==> config.mk <==
export PLATFORM = sky130hd
export DESIGN_NAME = mem_arbiter_flat
export DESIGN_NICKNAME = d
export VERILOG_FILES = /design/src/rtl/mem_arbiter_if.sv /design/src/rtl/mem_arbiter.sv /design/src/flat_wrapper.sv
export SDC_FILE = /design/constraint.sdc
export NUM_CORES = 1
export LEC_CHECK = 0
export ABC_AREA = 1
export BUFFER_PORTS_ARGS = -buffer_cell sky130_fd_sc_hd__buf_2
export CAP_MARGIN = 20
export CORE_ASPECT_RATIO = 0.7
export CORE_MARGIN = 4
export CORE_UTILIZATION = 45
export DETAILED_ROUTE_END_ITERATION = 16
export GPL_ROUTABILITY_DRIVEN = 0
export PLACE_DENSITY = 0.85
export SETUP_SLACK_MARGIN = 0.05
export SLEW_MARGIN = 20
export SYNTH_ARGS = -nofsm -noshare
export SYNTH_HDL_FRONTEND = slang
export SYNTH_SLANG_ARGS = --single-unit
==> constraint.sdc <==
create_clock -name clk -period 2.95 [get_ports clk]
set_clock_uncertainty 0.15 [all_clocks]
set_input_delay 0.295 -clock clk [delete_from_list [all_inputs] [get_ports clk]]
set_output_delay 0.295 -clock clk [all_outputs]
set_load 0.02 [all_outputs]
==> src/rtl/mem_arbiter_if.sv <==
// Bus bundle between the two requesters, the arbiter and the single-port data memory.
// The slave modport is the arbiter's view; master is the environment's view.
interface mem_arbiter_if #(
    parameter int N      = 8,
    parameter int ADDR_W = 4
);
    logic              cpu_req;
    logic              cpu_we;
    logic [ADDR_W-1:0] cpu_addr;
    logic [N-1:0]      cpu_wdata;
    logic              cpu_gnt;
    logic              cpu_done;
    logic [N-1:0]      cpu_rdata;

    logic              host_req;
    logic              host_we;
    logic [ADDR_W-1:0] host_addr;
    logic [N-1:0]      host_wdata;
    logic              host_gnt;
    logic              host_done;
    logic [N-1:0]      host_rdata;

    logic              mem_re;
    logic              mem_we;
    logic [ADDR_W-1:0] mem_addr;
    logic [N-1:0]      mem_wdata;
    logic [N-1:0]      mem_rdata;

    modport slave (
        input  cpu_req, cpu_we, cpu_addr, cpu_wdata,
        input  host_req, host_we, host_addr, host_wdata,
        input  mem_rdata,
        output cpu_gnt, cpu_done, cpu_rdata,
        output host_gnt, host_done, host_rdata,
        output mem_re, mem_we, mem_addr, mem_wdata
    );

    modport master (
        output cpu_req, cpu_we, cpu_addr, cpu_wdata,
        output host_req, host_we, host_addr, host_wdata,
        output mem_rdata,
        input  cpu_gnt, cpu_done, cpu_rdata,
        input  host_gnt, host_done, host_rdata,
        input  mem_re, mem_we, mem_addr, mem_wdata
    );
endinterface

==> src/rtl/mem_arbiter.sv <==
// Round-robin CPU/host arbiter for a single-port synchronous memory; each access runs
// ACCESS -> CAPTURE -> DONE with request fields latched at grant.
module mem_arbiter #(
    parameter int N      = 8,
    parameter int ADDR_W = 4
) (
    input  logic          clk,
    input  logic          rst,
    mem_arbiter_if.slave  bus
);

    typedef enum logic [1:0] {
        IDLE    = 2'd0,
        ACCESS  = 2'd1,
        CAPTURE = 2'd2,
        DONE    = 2'd3
    } state_t;

    typedef enum logic {
        REQ_CPU  = 1'b0,
        REQ_HOST = 1'b1
    } req_id_t;

    state_t            state, state_next;
    req_id_t           winner, id_q, last_q;
    logic              we_q;
    logic [ADDR_W-1:0] addr_q;
    logic [N-1:0]      wdata_q;
    logic [N-1:0]      cpu_rdata_q, host_rdata_q;
    logic              start;

    // Requests only matter at an arbitration point; ties go to whoever was not served last.
    always_comb begin
        winner = REQ_CPU;
        if (bus.cpu_req && bus.host_req)
            winner = (last_q == REQ_HOST) ? REQ_CPU : REQ_HOST;
        else if (bus.host_req)
            winner = REQ_HOST;
    end

    assign start = ((state == IDLE) || (state == DONE)) && (bus.cpu_req || bus.host_req);

    // NOTE: sequential state uses non-blocking assignments so every flop samples pre-edge values.
    always_ff @(posedge clk or posedge rst) begin
        if (rst) state <= IDLE;
        else     state <= state_next;
    end

    // NOTE: default assignment first so no path through this block leaves a latch.
    always_comb begin
        state_next = state;
        case (state)
            IDLE:    state_next = start ? ACCESS : IDLE;
            ACCESS:  state_next = CAPTURE;
            CAPTURE: state_next = DONE;
            DONE:    state_next = start ? ACCESS : IDLE;
            default: state_next = IDLE;
        endcase
    end

    always_ff @(posedge clk or posedge rst) begin
        if (rst) begin
            id_q    <= REQ_CPU;
            last_q  <= REQ_HOST;
            we_q    <= 1'b0;
            addr_q  <= '0;
            wdata_q <= '0;
        end else if (start) begin
            id_q    <= winner;
            last_q  <= winner;
            we_q    <= (winner == REQ_CPU) ? bus.cpu_we    : bus.host_we;
            addr_q  <= (winner == REQ_CPU) ? bus.cpu_addr  : bus.host_addr;
            wdata_q <= (winner == REQ_CPU) ? bus.cpu_wdata : bus.host_wdata;
        end
    end

    // Memory data is valid during CAPTURE; only the winner's holding register loads it.
    always_ff @(posedge clk or posedge rst) begin
        if (rst) begin
            cpu_rdata_q  <= '0;
            host_rdata_q <= '0;
        end else if (state == CAPTURE && !we_q) begin
            if (id_q == REQ_CPU) cpu_rdata_q  <= bus.mem_rdata;
            else                 host_rdata_q <= bus.mem_rdata;
        end
    end

    always_comb begin
        bus.cpu_gnt   = 1'b0;
        bus.host_gnt  = 1'b0;
        bus.cpu_done  = 1'b0;
        bus.host_done = 1'b0;
        bus.mem_re    = 1'b0;
        bus.mem_we    = 1'b0;
        case (state)
            ACCESS: begin
                bus.cpu_gnt  = (id_q == REQ_CPU);
                bus.host_gnt = (id_q == REQ_HOST);
                bus.mem_we   = we_q;
                bus.mem_re   = !we_q;
            end
            DONE: begin
                bus.cpu_done  = (id_q == REQ_CPU);
                bus.host_done = (id_q == REQ_HOST);
            end
            default: ;
        endcase
    end

    assign bus.mem_addr   = addr_q;
    assign bus.mem_wdata  = wdata_q;
    assign bus.cpu_rdata  = cpu_rdata_q;
    assign bus.host_rdata = host_rdata_q;

endmodule

==> src/flat_wrapper.sv <==
// flat-port wrapper written by rule: the top's interface ports become plain ports
module mem_arbiter_flat 
#(
    parameter int N      = 8,
    parameter int ADDR_W = 4
)
  (clk, rst, bus_cpu_req, bus_cpu_we, bus_cpu_addr, bus_cpu_wdata, bus_host_req, bus_host_we, bus_host_addr, bus_host_wdata, bus_mem_rdata, bus_cpu_gnt, bus_cpu_done, bus_cpu_rdata, bus_host_gnt, bus_host_done, bus_host_rdata, bus_mem_re, bus_mem_we, bus_mem_addr, bus_mem_wdata);
  mem_arbiter_if #(.N(N), .ADDR_W(ADDR_W)) bus_i ();
  input  logic clk;
  input  logic rst;
  input wire logic [$bits(bus_i.cpu_req)-1:0] bus_cpu_req;
  input wire logic [$bits(bus_i.cpu_we)-1:0] bus_cpu_we;
  input wire logic [$bits(bus_i.cpu_addr)-1:0] bus_cpu_addr;
  input wire logic [$bits(bus_i.cpu_wdata)-1:0] bus_cpu_wdata;
  input wire logic [$bits(bus_i.host_req)-1:0] bus_host_req;
  input wire logic [$bits(bus_i.host_we)-1:0] bus_host_we;
  input wire logic [$bits(bus_i.host_addr)-1:0] bus_host_addr;
  input wire logic [$bits(bus_i.host_wdata)-1:0] bus_host_wdata;
  input wire logic [$bits(bus_i.mem_rdata)-1:0] bus_mem_rdata;
  output wire logic [$bits(bus_i.cpu_gnt)-1:0] bus_cpu_gnt;
  output wire logic [$bits(bus_i.cpu_done)-1:0] bus_cpu_done;
  output wire logic [$bits(bus_i.cpu_rdata)-1:0] bus_cpu_rdata;
  output wire logic [$bits(bus_i.host_gnt)-1:0] bus_host_gnt;
  output wire logic [$bits(bus_i.host_done)-1:0] bus_host_done;
  output wire logic [$bits(bus_i.host_rdata)-1:0] bus_host_rdata;
  output wire logic [$bits(bus_i.mem_re)-1:0] bus_mem_re;
  output wire logic [$bits(bus_i.mem_we)-1:0] bus_mem_we;
  output wire logic [$bits(bus_i.mem_addr)-1:0] bus_mem_addr;
  output wire logic [$bits(bus_i.mem_wdata)-1:0] bus_mem_wdata;
  assign bus_i.cpu_req = bus_cpu_req;
  assign bus_i.cpu_we = bus_cpu_we;
  assign bus_i.cpu_addr = bus_cpu_addr;
  assign bus_i.cpu_wdata = bus_cpu_wdata;
  assign bus_i.host_req = bus_host_req;
  assign bus_i.host_we = bus_host_we;
  assign bus_i.host_addr = bus_host_addr;
  assign bus_i.host_wdata = bus_host_wdata;
  assign bus_i.mem_rdata = bus_mem_rdata;
  assign bus_cpu_gnt = bus_i.cpu_gnt;
  assign bus_cpu_done = bus_i.cpu_done;
  assign bus_cpu_rdata = bus_i.cpu_rdata;
  assign bus_host_gnt = bus_i.host_gnt;
  assign bus_host_done = bus_i.host_done;
  assign bus_host_rdata = bus_i.host_rdata;
  assign bus_mem_re = bus_i.mem_re;
  assign bus_mem_we = bus_i.mem_we;
  assign bus_mem_addr = bus_i.mem_addr;
  assign bus_mem_wdata = bus_i.mem_wdata;
  mem_arbiter #(.N(N), .ADDR_W(ADDR_W)) u_core (.clk(clk), .rst(rst), .bus(bus_i));
endmodule
==> out/metrics.csv <==
metric,value,unit
synthToLayoutAreaGrowth,27.7,%
drive_above_1_share,0.315,
arrival,1.23,ns
port_buffers,71,
internal-power,0.00130,W
start_util,0.472,
hold_path.class,in2reg,
setup_viol,0,
ios,72,
synth-async-reset-ratio,1.00,
viasPerCell,4.27,
post_cts_buffers,0,
n_fill_cell,317,
vias,1405,
r2r_setup_slack,1.33,ns
yosys-top-cells-area,"dfrtp_1 (48%), nand2_1 (13%), inv_1 (10%)",
path_max_fanout,3,
synth_top_area_cell,dfrtp_1,
status,finished clean,
antenna_found_initial,0,
synth_edf_count,0,
yosysMostFrequentCell,nand2_1,
ys_types,17,
power_density,1110,mW/mm^2
critical-path-top-delay-family,flip-flops,
routed_wl,3.34,mm
clkLatencyLatePin,0.27,ns
fin_hold_ws,0.135,ns
fp-row-count,18,
hold_viol,0,
htreeDepth,2,
cts_sinks,33,
cts_buffer_depth,2,
numPlacedInstances,320,
seq_area,827,sq um
postSynthCellCount,206,
drtPass1Iterations,4,
grt-ovfl-total,0,
tightest_slew,0.401,ns
switching_power,0.00107,W
final_cells,329,
syn_nets,248,
min_period,1.68,ns
combPwrFrac,0.499,
die_w,80.8,um
p_leak,1.32,nW
multi_input_comb_area,593,sq um
die-area,0.00476,sq mm
period_share,0.569,
cts_tree,yes,
cts_buffers,5,
grt_first_pass_wirelength,5.53,mm
wl_per_cell,10.1,um
fin_setup_tns,0,ns
synth_seq_area_share,0.496,
fmax,596,MHz
power,0.00237,W
nets,320,
syn_avg_cell_area,8.10,sq um
ys.flop_type,dfrtp_1,
critPathLaunchType,register,
cp_slowest_cell,dfrtp_1,
grt_pass1_vias,1279,
drv_cap,0,
path_buf_inv,3,
grt_setup_unrepaired,no,
crit_path_max_incr_delay,0.40,ns
n_antenna_cell,0,
die_y,59.0,um
synth.top_cells.by_count,"nand2_1 (60), inv_1 (45), dfrtp_1 (32)",
switching_share,0.451,
yosys_warnings,0,
pwr-share-seq,0.351,
clockRootBuffer,clkbuf_8,
crit_type,reg2out,
yosys.area.top_type_share,0.480,
crit_top_cell,inv_1,
grt.total_usage,0.150,
grt_max_degree,34,
finalMaxSlewViolations,0,
drc,0,
endpoint_kind,primary output,
place_hpwl,2.62,mm
core,0.00354,sq mm
vdd_ir_drop_max,0.478,mV
clk_pin_slew,0.07,ns
pwr-share-clk,0.150,
drt-initial-drc-count,30,
crit_chain,"inv_1, ha_1, inv_1, nor2_1, buf_2",
postRouteAntennaNets,0,
maxSlewHeadroom,0.733,
synth_area,0.00167,sq mm
ys_ff_latch,33,
cp.required,2.51,ns
cells by family after synthesis:
family,after synthesis,share of synthesized area
compound gates,17,0.0510
fa+ha+maj,4,0.0300
buf+inv,54,0.149
flops,33,0.496
simple gates,98,0.274
worst reg2reg max path: stages (launching register included):
cell and delay [ns]:
dfrtp_1 0.40, inv_1 0.06, ha_1 0.29, inv_1 0.10, nor2_8 0.25, inv_4 0.12, nand2_1 0.09, nand2_1 0.05
area by class of cell:
type,instances,share of cell area
Sequential cell,33,0.388
Clock buffer,7,0.0452
Clock inverter,1,0.00235
Multi-Input combinational cell,119,0.278
Tap cell,50,0.0293
Inverter,46,0.0822
Timing Repair Buffer,73,0.175
timing repair:
action / in CTS / in global routing
resized for setup: 0 / 0
hold buffers: 1 / 0
endpoints found under the hold margin: 32 / 0
power by group through the flow:
stage                     sequential, W  combinational, W  clock [W]
after floorplan                 0.00107          0.000664          0
after global placement         0.000840           0.00117          0
after detailed placement       0.000836           0.00121          0
after CTS                      0.000835           0.00121   0.000369
after global routing           0.000870           0.00133   0.000389
final                          0.000833           0.00118   0.000355
path summary, 6_finish.rpt:
path	from	end	cells past startpoint
worst max-delay path	u_core.state[1]$_DFF_PP0_	bus_mem_re	5
worst min-delay path	bus_mem_rdata[6]	u_core.bus.host_rdata[6]$_DFFE_PP0P_	3
worst min register to register	u_core.last_q$_DFFE_PP1P_	u_core.last_q$_DFFE_PP1P_	2
worst max register to register	u_core.state[0]$_DFF_PP0_	u_core.bus.mem_addr[1]$_DFFE_PP0P_	7
min in group asynchronous	rst	u_core.bus.host_rdata[1]$_DFFE_PP0P_	4
max in group asynchronous	rst	u_core.last_q$_DFFE_PP1P_	4
through the flow:
step,setup WS (ns),util,cell area [sq um]
after floorplan,1.47,-,1670
after global placement,1.39,0.571,2020
after detailed placement,1.32,0.571,2020
after CTS,1.25,0.603,2130
after global routing,1.16,0.603,2130
final,1.27,0.603,2130
sequential cells by signal, summed over array words and instances, names as in the netlist:
| name | count |
|---|---|
| u_core.bus.host_rdata | 8 |
| u_core.bus.cpu_rdata | 8 |
| u_core.bus.mem_addr | 4 |
| u_core.id_q | 1 |
| u_core.we_q | 1 |
| u_core.bus.mem_wdata | 8 |
| u_core.state | 2 |
| u_core.last_q | 1 |
per-layer routing:
metal,wire length (um),GRT usage
met5,0,0
met1,1640,0.207
met3,281,0.0535
met2,1400,0.229
met4,19,0.0337
layout by cell type, fill, tap and decap left out:
cell type,n
dlygate4sd3_1,1
o21ai_0,16
nand3_1,27
nor2_8,1
nor2_1,5
nor2_4,1
nand3_4,2
nand2_1,60
clkbuf_8,7
dfrtp_1,32
ha_1,4
buf_2,71
buf_4,1
inv_1,45
clkinv_2,1
dfstp_2,1
o21ai_1,1
nand2_2,2
inv_4,1
Note: power is estimated with default switching activity, not from simulation.
